### config.mk
export PLATFORM = sky130hd
export DESIGN_NAME = amm_sram_arb_flat
export DESIGN_NICKNAME = d
export VERILOG_FILES = /design/src/rtl/amm_sram_arb_if.sv /design/src/rtl/amm_sram_arb.sv /design/src/flat_wrapper.sv
export SDC_FILE = /design/constraint.sdc
export NUM_CORES = 1
export LEC_CHECK = 0
export CORE_AREA = 2 2 112 114
export CTS_BUF_LIST = sky130_fd_sc_hd__clkbuf_4 sky130_fd_sc_hd__clkbuf_8 sky130_fd_sc_hd__clkbuf_16
export CTS_CLUSTER_SIZE = 30
export DETAILED_ROUTE_END_ITERATION = 10
export DIE_AREA = 0 0 114 116
export GPL_ROUTABILITY_DRIVEN = 0
export HOLD_SLACK_MARGIN = 0.03
export PLACE_DENSITY = 0.83
export SETUP_SLACK_MARGIN = 0.2
export SLEW_MARGIN = 30
export SYNTH_ARGS = -nofsm -noshare
export SYNTH_HDL_FRONTEND = slang
export SYNTH_SLANG_ARGS = --single-unit
### constraint.sdc
create_clock -name clk -period 10 [get_ports clk]
set_clock_uncertainty 0.15 [all_clocks]
set_input_delay 2 -clock clk [delete_from_list [all_inputs] [get_ports clk]]
set_output_delay 2 -clock clk [all_outputs]
set_load 0.03 [all_outputs]
### src/rtl/amm_sram_arb_if.sv
// Avalon-MM slave-side signal bundle used by amm_sram_arb.
// Byte address is P_ASIZE+2 bits wide; the arbiter ignores bits [1:0].
interface amm_if #(
  parameter int P_ASIZE = 10
) ();
  logic [P_ASIZE+1:0] address;
  logic [3:0]         byteenable;
  logic               read;
  logic               write;
  logic [31:0]        writedata;
  logic [31:0]        readdata;
  logic               waitrequest;

  modport slave (
    input  address, byteenable, read, write, writedata,
    output readdata, waitrequest
  );

  modport master (
    output address, byteenable, read, write, writedata,
    input  readdata, waitrequest
  );
endinterface

### src/rtl/amm_sram_arb.sv
// Two-port Avalon-MM arbiter in front of one single-port 32-bit SRAM, one transaction at a time.
// Optional build macro AMM_SRAM_ARB_FIXED_PRIO_EN: port 0 always wins contention (default round-robin).
//
// state   | meaning
// --------+-------------------------------------------------------------
// S_IDLE  | pick a requester, latch its transfer, issue the SRAM strobe
// S_WR    | SRAM write strobe is on the bus this cycle
// S_RD    | SRAM read strobe is on the bus this cycle
// S_RWAIT | counting down the SRAM read latency, then capture readdata
// S_ACK   | granted port sees waitrequest low for exactly this cycle
module amm_sram_arb #(
  parameter int P_ASIZE  = 10,
  parameter int P_RD_LAT = 1
) (
  input  logic               clk,
  input  logic               reset,
  amm_if.slave               amm0,
  amm_if.slave               amm1,
  output logic [P_ASIZE-1:0] sram_addr,
  output logic [31:0]        sram_wdata,
  output logic [3:0]         sram_be,
  output logic               sram_we,
  output logic               sram_re,
  input  logic [31:0]        sram_rdata
);

  typedef enum logic [2:0] {
    S_IDLE,
    S_WR,
    S_RD,
    S_RWAIT,
    S_ACK
  } state_t;

  localparam logic [1:0] LAT_INIT = 2'(P_RD_LAT - 1);

  state_t             state;
  logic               grant;
  logic [1:0]         lat_cnt;
  logic               req0;
  logic               req1;
  logic               pick1;
  logic               sel_write;
  logic [3:0]         sel_be;
  logic [31:0]        sel_wdata;
  logic [P_ASIZE-1:0] sel_addr;
  logic               unused_addr_lsb;

  assign req0 = amm0.read | amm0.write;
  assign req1 = amm1.read | amm1.write;

  // The two byte-offset bits never reach the SRAM: accesses are whole words.
  assign unused_addr_lsb = ^{amm0.address[1:0], amm1.address[1:0]};

`ifdef AMM_SRAM_ARB_FIXED_PRIO_EN
  assign pick1 = req1 & ~req0;
`else
  logic last_grant;

  assign pick1 = req1 & (~req0 | ~last_grant);
`endif

  always_comb begin
    sel_write = amm0.write;
    sel_be    = amm0.byteenable;
    sel_wdata = amm0.writedata;
    sel_addr  = amm0.address[P_ASIZE+1:2];
    if (pick1) begin
      sel_write = amm1.write;
      sel_be    = amm1.byteenable;
      sel_wdata = amm1.writedata;
      sel_addr  = amm1.address[P_ASIZE+1:2];
    end
  end

  always_ff @(posedge clk or posedge reset) begin
    if (reset) begin
      state            <= S_IDLE;
      grant            <= 1'b0;
`ifndef AMM_SRAM_ARB_FIXED_PRIO_EN
      last_grant       <= 1'b1;
`endif
      lat_cnt          <= 2'd0;
      sram_addr        <= '0;
      sram_wdata       <= 32'd0;
      sram_be          <= 4'd0;
      sram_we          <= 1'b0;
      sram_re          <= 1'b0;
      amm0.waitrequest <= 1'b1;
      amm1.waitrequest <= 1'b1;
      amm0.readdata    <= 32'd0;
      amm1.readdata    <= 32'd0;
    end else begin
      sram_we <= 1'b0;
      sram_re <= 1'b0;
      case (state)
        S_IDLE: begin
          if (req0 | req1) begin
            grant     <= pick1;
            sram_addr <= sel_addr;
            // read&write together on one port is resolved as a write
            if (sel_write) begin
              sram_wdata <= sel_wdata;
              if (sel_be != 4'd0) begin
                sram_we <= 1'b1;
                sram_be <= sel_be;
                state   <= S_WR;
              end else begin
                amm0.waitrequest <= pick1;
                amm1.waitrequest <= ~pick1;
                state            <= S_ACK;
              end
            end else begin
              sram_re <= 1'b1;
              sram_be <= 4'd0;
              state   <= S_RD;
            end
          end
        end
        S_WR: begin
          sram_be          <= 4'd0;
          amm0.waitrequest <= grant;
          amm1.waitrequest <= ~grant;
          state            <= S_ACK;
        end
        S_RD: begin
          lat_cnt <= LAT_INIT;
          state   <= S_RWAIT;
        end
        S_RWAIT: begin
          if (lat_cnt == 2'd0) begin
            if (grant) begin
              amm1.readdata <= sram_rdata;
            end else begin
              amm0.readdata <= sram_rdata;
            end
            amm0.waitrequest <= grant;
            amm1.waitrequest <= ~grant;
            state            <= S_ACK;
          end else begin
            lat_cnt <= lat_cnt - 2'd1;
          end
        end
        S_ACK: begin
          amm0.waitrequest <= 1'b1;
          amm1.waitrequest <= 1'b1;
`ifndef AMM_SRAM_ARB_FIXED_PRIO_EN
          last_grant       <= grant;
`endif
          state            <= S_IDLE;
        end
        default: begin
          state <= S_IDLE;
        end
      endcase
    end
  end

endmodule

### src/flat_wrapper.sv
// flat-port wrapper written by rule: the top's interface ports become plain ports
module amm_sram_arb_flat 
#(
  parameter int P_ASIZE  = 10,
  parameter int P_RD_LAT = 1
)
  (clk, reset, sram_addr, sram_wdata, sram_be, sram_we, sram_re, sram_rdata, amm0_address, amm0_byteenable, amm0_read, amm0_write, amm0_writedata, amm0_readdata, amm0_waitrequest, amm1_address, amm1_byteenable, amm1_read, amm1_write, amm1_writedata, amm1_readdata, amm1_waitrequest);
  amm_if #(.P_ASIZE(P_ASIZE)) amm0_i ();
  amm_if #(.P_ASIZE(P_ASIZE)) amm1_i ();
  input  logic clk;
  input  logic reset;
  output logic [P_ASIZE-1:0] sram_addr;
  output logic [31:0] sram_wdata;
  output logic [3:0] sram_be;
  output logic sram_we;
  output logic sram_re;
  input  logic [31:0] sram_rdata;
  input wire logic [$bits(amm0_i.address)-1:0] amm0_address;
  input wire logic [$bits(amm0_i.byteenable)-1:0] amm0_byteenable;
  input wire logic [$bits(amm0_i.read)-1:0] amm0_read;
  input wire logic [$bits(amm0_i.write)-1:0] amm0_write;
  input wire logic [$bits(amm0_i.writedata)-1:0] amm0_writedata;
  output wire logic [$bits(amm0_i.readdata)-1:0] amm0_readdata;
  output wire logic [$bits(amm0_i.waitrequest)-1:0] amm0_waitrequest;
  input wire logic [$bits(amm1_i.address)-1:0] amm1_address;
  input wire logic [$bits(amm1_i.byteenable)-1:0] amm1_byteenable;
  input wire logic [$bits(amm1_i.read)-1:0] amm1_read;
  input wire logic [$bits(amm1_i.write)-1:0] amm1_write;
  input wire logic [$bits(amm1_i.writedata)-1:0] amm1_writedata;
  output wire logic [$bits(amm1_i.readdata)-1:0] amm1_readdata;
  output wire logic [$bits(amm1_i.waitrequest)-1:0] amm1_waitrequest;
  assign amm0_i.address = amm0_address;
  assign amm0_i.byteenable = amm0_byteenable;
  assign amm0_i.read = amm0_read;
  assign amm0_i.write = amm0_write;
  assign amm0_i.writedata = amm0_writedata;
  assign amm0_readdata = amm0_i.readdata;
  assign amm0_waitrequest = amm0_i.waitrequest;
  assign amm1_i.address = amm1_address;
  assign amm1_i.byteenable = amm1_byteenable;
  assign amm1_i.read = amm1_read;
  assign amm1_i.write = amm1_write;
  assign amm1_i.writedata = amm1_writedata;
  assign amm1_readdata = amm1_i.readdata;
  assign amm1_waitrequest = amm1_i.waitrequest;
  amm_sram_arb #(.P_ASIZE(P_ASIZE), .P_RD_LAT(P_RD_LAT)) u_core (.clk(clk), .reset(reset), .amm0(amm0_i), .amm1(amm1_i), .sram_addr(sram_addr), .sram_wdata(sram_wdata), .sram_be(sram_be), .sram_we(sram_we), .sram_re(sram_re), .sram_rdata(sram_rdata));
endmodule
Word level (Yosys, flattened, before mapping)
Index checks and enable logic that the tools add are counted.
Widths: inputs -> output; s select.
{ "op_classes": {"n_bitwise": 9, "eq_ne": 10, "muxes": 32, "n_reduce_logical": 14, "addsub": 1} }
{ "op_table": {"columns": ["operator", "count"], "rows": [
  ["$mux 32", 1],
  ["$mux 1", 16],
  ["$mux 4", 4],
  ["$mux 3", 4],
  ["$pmux 3 s4", 1],
  ["$reduce_and 3->1", 4],
  ["$mux 10", 1],
  ["$pmux 1 s4", 2],
  ["$pmux 4 s2", 1],
  ["$reduce_bool 4->1", 2],
  ["$eq 3x2->1 const B", 2],
  ["$ne 2x1->1 const B", 3],
  ["$reduce_and 2->1", 3],
  ["$reduce_and 5->1", 1],
  ["$ne 2x2->1 const B", 2],
  ["$not 1->1", 4],
  ["$or 1x1->1", 4],
  ["$pmux 2 s2", 1],
  ["$reduce_bool 2->1", 2],
  ["$eq 3x1->1 const B", 1],
  ["$eq 3x3->1 const B", 1],
  ["$logic_not 3->1", 1],
  ["$ne 3x3->1 const B", 1],
  ["$logic_not 2->1", 1],
  ["other kinds (3)", 3]
]} }
{ "totals": {"out_inout_bits": 114, "elab_cells": 79, "regBits": 121, "input_bits": 134} }

Logic depth before layout (Yosys ltp)
{ "logic_depth": {"word_depth": 10, "ltp_mapped": 7, "mapped_depth_nobuf": 6} }

Least setup slack after synthesis
OpenSTA, ideal clock, no wires.
{ "synth_path": {"path_type": "input to register", "start": "in amm1_write", "end": "reg u_core.sram_be[0]", "path_stages": 4, "slack_ns": 6.610, "setup_time_ns": 0.133, "t_arrival_ns": 3.107, "n_path_buf": 0, "path_cell_list": "o21ai_2 mux2_2 a2111oi_4 o22ai_1"} }
{ "synth_between": {"elab_chain_cells": 7} }
{ "synth_lines": {"columns": ["item", "line", "text"], "rows": [
  ["start, declared", "flat_wrapper.sv:28", "input wire logic [$bits(amm1_i.write)-1:0] amm1_write;"],
  ["$or 1x1->1", "amm_sram_arb.sv:50", "assign req1 = amm1.read | amm1.write;"],
  ["$and 1x1->1", "amm_sram_arb.sv:60", "assign pick1 = req1 & (~req0 | ~last_grant);"],
  ["$mux 4", "amm_sram_arb.sv:68", "if (pick1) begin"],
  ["$mux 4", "amm_sram_arb.sv:104", "if (sel_be != 4'd0) begin"],
  ["$mux 4", "amm_sram_arb.sv:102", "if (sel_write) begin"],
  ["$mux 4", "amm_sram_arb.sv:98", "if (req0 | req1) begin"],
  ["$pmux 4 s2", "amm_sram_arb.sv:96", "case (state)"],
  ["end signal, assigned", "amm_sram_arb.sv:106", "sram_be <= sel_be;"],
  ["end, declared", "amm_sram_arb.sv:21", "output logic [3:0] sram_be,"]
]} }
Parallel ways exist; a longest one is shown, timed or not. The select of a mux whose other input is x is not followed.
A chain may end at the register's enable or synchronous reset.

Worst setup path in the final report
{ "layout_path": {"start": "in amm0_write", "end": "reg u_core.sram_be[3]"} }
{ "layout_between": {"elab_chain_cells": 9} }
{ "layout_lines": {"columns": ["item", "line", "text"], "rows": [
  ["start, declared", "flat_wrapper.sv:21", "input wire logic [$bits(amm0_i.write)-1:0] amm0_write;"],
  ["$or 1x1->1", "amm_sram_arb.sv:49", "assign req0 = amm0.read | amm0.write;"],
  ["$not 1->1", "amm_sram_arb.sv:60", null],
  ["$or 1x1->1", "amm_sram_arb.sv:60", null],
  ["$and 1x1->1", "amm_sram_arb.sv:60", null],
  ["$mux 4", "amm_sram_arb.sv:68", null],
  ["$mux 4", "amm_sram_arb.sv:104", null],
  ["$mux 4", "amm_sram_arb.sv:102", null],
  ["$mux 4", "amm_sram_arb.sv:98", null],
  ["$pmux 4 s2", "amm_sram_arb.sv:96", null]
]} }
Parallel ways exist; a longest one is shown, timed or not. The select of a mux whose other input is x is not followed.

==> out/qor_table.md <==
| Group | Quantity | Value |
|---|---|---|
| run status | Status | finished clean |
| grt | Antenna violations before repair | 0 |
| route | Sum of routed wire length over all layers | 13.7 mm |
| worst setup path | Maximum fanout count along the critical path | 51 |
| worst setup path | CP Capture Type | register |
| clock network | Number of levels the H-tree was split into | 4 |
| logic synthesis | Number of library cell types mapped by synthesis | 38 |
| logic synthesis | Fraction of post-synthesis cell area in the top cell type by area | 57.1% |
| timing | Final cycle utilization of the critical path | 43.8% |
| logic synthesis | Mean Syn Cell Area | 12.6 um^2 |
| grt | GRT overflow | 0 |
| timing | Setup repair after global routing missed its margin | false |
| logic synthesis | Cell area after technology mapping | 5170 um^2 |
| timing | Maximum frequency from static timing analysis | 0.228 GHz |
| cells and area | Post-layout utilization of the core | 70.2% |
| placement | Detailed-placement wirelength estimate | 10.2 mm |
| worst setup path | Kind of cell adding the most delay to the critical path | buffers and inverters |
| logic synthesis | Post-synthesis cell type with the largest combined area | sky130_fd_sc_hd__dfrtp_1 |
| clock network | Total clock buffers created by CTS | 17 |
| cells and area | Fraction of layout instances using a drive strength above 1 | 7.17% |
| worst setup path | Flop-to-flop setup slack | 7.30 ns |
| logic synthesis | Leading cell types by total area after synthesis | sky130_fd_sc_hd__dfrtp_1, sky130_fd_sc_hd__mux2_1, sky130_fd_sc_hd__mux2i_1 |
| floorplan | Total die area | 13200 um^2 |
| clock network | Cts-stage hold buffer count | 0 |
| route | Number of DRC violations after detailed routing | 0 |
| timing | Time the final worst path needs with I/O delays and setup | 4.38 ns |
| route | Vias per inst | 5.10 |
| logic synthesis | Top cells by count, synth | sky130_fd_sc_hd__dfrtp_1, sky130_fd_sc_hd__mux2_1, sky130_fd_sc_hd__mux2i_1, sky130_fd_sc_hd__nor2_1, sky130_fd_sc_hd__a21oi_1 |
| clock network | Buffer levels on the longest clock path | 2 |
| cells and area | Layout overhead on the synthesized area | 61.6% |
| floorplan | Die Wd | 114 um |
| logic synthesis | Number of enable-type register cells in the synthesized netlist | 0 |
| logic synthesis | Post-synthesis sequential element count | 121 |
| worst setup path | Critical path capture point | u_core.sram_be[3] |
| floorplan | DIE HEIGHT | 116 um |
| logic synthesis | Syn_nets | 547 |
| timing | Headroom to the max-slew limit | 45.1% |
| logic synthesis | Post-synth top flop | sky130_fd_sc_hd__dfrtp_1 |
| grt | Largest net degree at the start of global routing | 67 |
| placement | Post-Place Cells | 783 |
| worst setup path | Category of the worst setup path launch point | input port |
| clock network | Setup fix buffers added after clock tree synthesis | 0 |
| worst setup path | Startpoint-to-endpoint class of the critical path | input port to register |
| route | Drt first pass iters | 4 |
| timing | Number of max-slew violations in the final report | 0 |
| worst setup path | Endpoint of the worst-slack reg-to-reg timing path | u_core.sram_be[3] |
| timing | Final hold violation count | 0 |
| worst setup path | Worst path buffer plus inverter count | 2 |
| clock network | TritonCTS clock tree | built |
| worst setup path | Crit path arrival time | 4.49 ns |
| worst setup path | WP data required | 10.11 ns |
| floorplan | Cell row count | 40 |
| cells and area | Nets@finish | 791 |
| power | Reported leakage power | 3.58 nW |
| worst setup path | Critical Path, Cell by Cell | clkdlybuf4s50_1, o21ai_1, o21ai_4, buf_4, mux2_2, a2111oi_4, o22ai_1 |
| logic synthesis | Synthesized instance count | 412 |
| cells and area | Final cell count without fillers | 816 |
| hold path | Type of the worst min-delay path | register to register |
| worst setup path | CP max-delay cell | sky130_fd_sc_hd__buf_4 |
| worst setup path | Startpoint of the worst-slack reg-to-reg timing path | u_core.last_grant |
| clock network | Worst skew pair latency | 0.40 ns |
| floorplan | I/O pins | 248 |
| clock network | CTS Root Cell | sky130_fd_sc_hd__clkbuf_16 |
| timing | Final setup TNS | 0 ns |
| logic synthesis | Leading cell type by number of instances after synthesis | sky130_fd_sc_hd__dfrtp_1 |
| clock network | Sink Count | 121 |
| floorplan | Area of the placeable core | 11900 um^2 |
| logic synthesis | Fraction of synthesis flops using an asynchronous set or reset pin | 100% |
| route | Number of nets with antenna violations after routing | 0 |
| route | Starting DRC count in detailed routing | 252 |
| route | Routed WL per cell | 16.8 um |
| placement | PortBufs | 243 |
| grt | GRT Total Usage | 20.9% |
| worst setup path | Delay of the slowest cell on the worst path | 0.63 ns |
| logic synthesis | Sequential fraction of the synthesis area | 58.6% |
| cells and area | Fillers | 837 |
| power | Worst VDD drop | 0.179 mV |
| timing | Worst-margin pin slew | 0.823 ns |
| route | Vias | 4164 |
| clock network | Post_cts resized | 0 |
| grt | Vias in the first global route | 4323 |
| cells and area | Area taken by multi-input logic gates | 1990 um^2 |
| cells and area | Register Area | 3030 um^2 |
| worst setup path | Depth of the worst register-to-register path | 6 |
| power | Power per unit of standard cell area | 359 nW/um^2 |
| timing | Endpoints failing setup | 0 |
| clock network | Reg clk slew, reported paths | 0.05 ns |
| run | Max-cap violation count | 0 |
| cells and area | Number of antenna diodes | 0 |
| grt | Global-route wire length before repair | 21.4 mm |
| worst setup path | Worst setup path startpoint | amm0_write |
| worst setup path | Number of gates on the worst path with buffers counted | 7 |
| floorplan | Effective utilization at floorplan | 43.4% |
| logic synthesis | Warnings from Yosys | 0 |
[registers in the layout, summed over array words and instances, names as in the netlist]
signal,count
u_core.sram_re,1
u_core.lat_cnt,2
u_core.amm0.waitrequest,1
u_core.last_grant,1
u_core.sram_be,4
u_core.amm1.waitrequest,1
u_core.sram_addr,10
u_core.amm0.readdata,32
u_core.grant,1
u_core.sram_wdata,32
u_core.amm1.readdata,32
u_core.state,3
u_core.sram_we,1
[power breakdown]
part	internal [W]	leakage (nW)	switching, W	total [W]
clock network	0.000418	0.302	0.000208	0.000626
logic	0.000642	1.86	0.000849	0.00149
registers	0.000736	1.42	0.000149	0.000885
total	0.00180	3.58	0.00121	0.00300
[through the flow]
| step | area (um^2) | power [W] | hold slack [ns] | setup WS (ns) |
|---|---|---|---|---|
| 2_1_floorplan | 5170 | 0.00174 | 0.346 | 4.64 |
| 3_3_place_gp | 7710 | 0.00233 | 0.316 | 5.31 |
| 3_5_place_dp | 7710 | 0.00239 | 0.324 | 5.19 |
| 4_1_cts | 8330 | 0.00303 | 0.336 | 5.61 |
| 5_1_grt | 8360 | 0.00316 | 0.347 | 5.47 |
| 6_report | 8360 | 0.00300 | 0.334 | 5.62 |
[area by class of cell]
type	count	area share, %
clock buffer	24	5.87
clock inverter	8	1.48
inverter	12	0.569
multi-input combinational	256	23.8
sequential	121	36.3
tap	147	2.20
timing repair buffer	248	29.8
[routing by layer]
metal | global-route usage [%] | share of wire (%) | wire length [um] | up-vias
li1 | - | - | - | 1954
met5 | 0 | 0 | 0 | -
met1 | 23.4 | 39 | 5420 | 1987
met2 | 36.7 | 49 | 6740 | 202
met4 | 6.50 | 1.5 | 206 | 0
met3 | 8.58 | 10 | 1380 | 21
[worst min-delay path by stage]
stage	slack, ns	end	startpoint	cells after the start
after floorplan	0.35	u_core.lat_cnt[1]	u_core.lat_cnt[1]	1
after global placement	0.32	u_core.amm0.readdata[1]	u_core.amm0.readdata[1]	1
after detailed placement	0.32	u_core.amm0.readdata[6]	u_core.amm0.readdata[6]	1
after CTS	0.34	u_core.amm0.readdata[29]	u_core.amm0.readdata[29]	1
after global routing	0.35	u_core.amm1.readdata[21]	u_core.amm1.readdata[21]	1
final	0.33	u_core.amm0.readdata[29]	u_core.amm0.readdata[29]	1
[kinds of logic after synthesis]
group / after synthesis / synth area share [%]
DFF: 121 / 58.6
AOI/OAI and AO/OA: 71 / 8.30
muxes: 113 / 23.5
and+or+nand+nor: 71 / 6.05
adders and majority gates: 1 / 0.242
buffers and inverters: 35 / 3.34
[layout by cell type, fill, tap and decap left out, drive strengths merged, types with 3 or more instances in the layout]
| cell type | count |
|---|---|
| clkdlybuf4s50 | 243 |
| dfrtp | 118 |
| mux2 | 66 |
| mux2i | 47 |
| nor2 | 38 |
| a21oi | 36 |
| clkbuf | 24 |
| nand2 | 19 |
| o21ai | 18 |
| inv | 12 |
| buf | 5 |
| o22ai | 4 |
| bufinv | 3 |
| dfstp | 3 |
| clkinv | 3 |
Note: power is estimated with default switching activity, not from simulation.
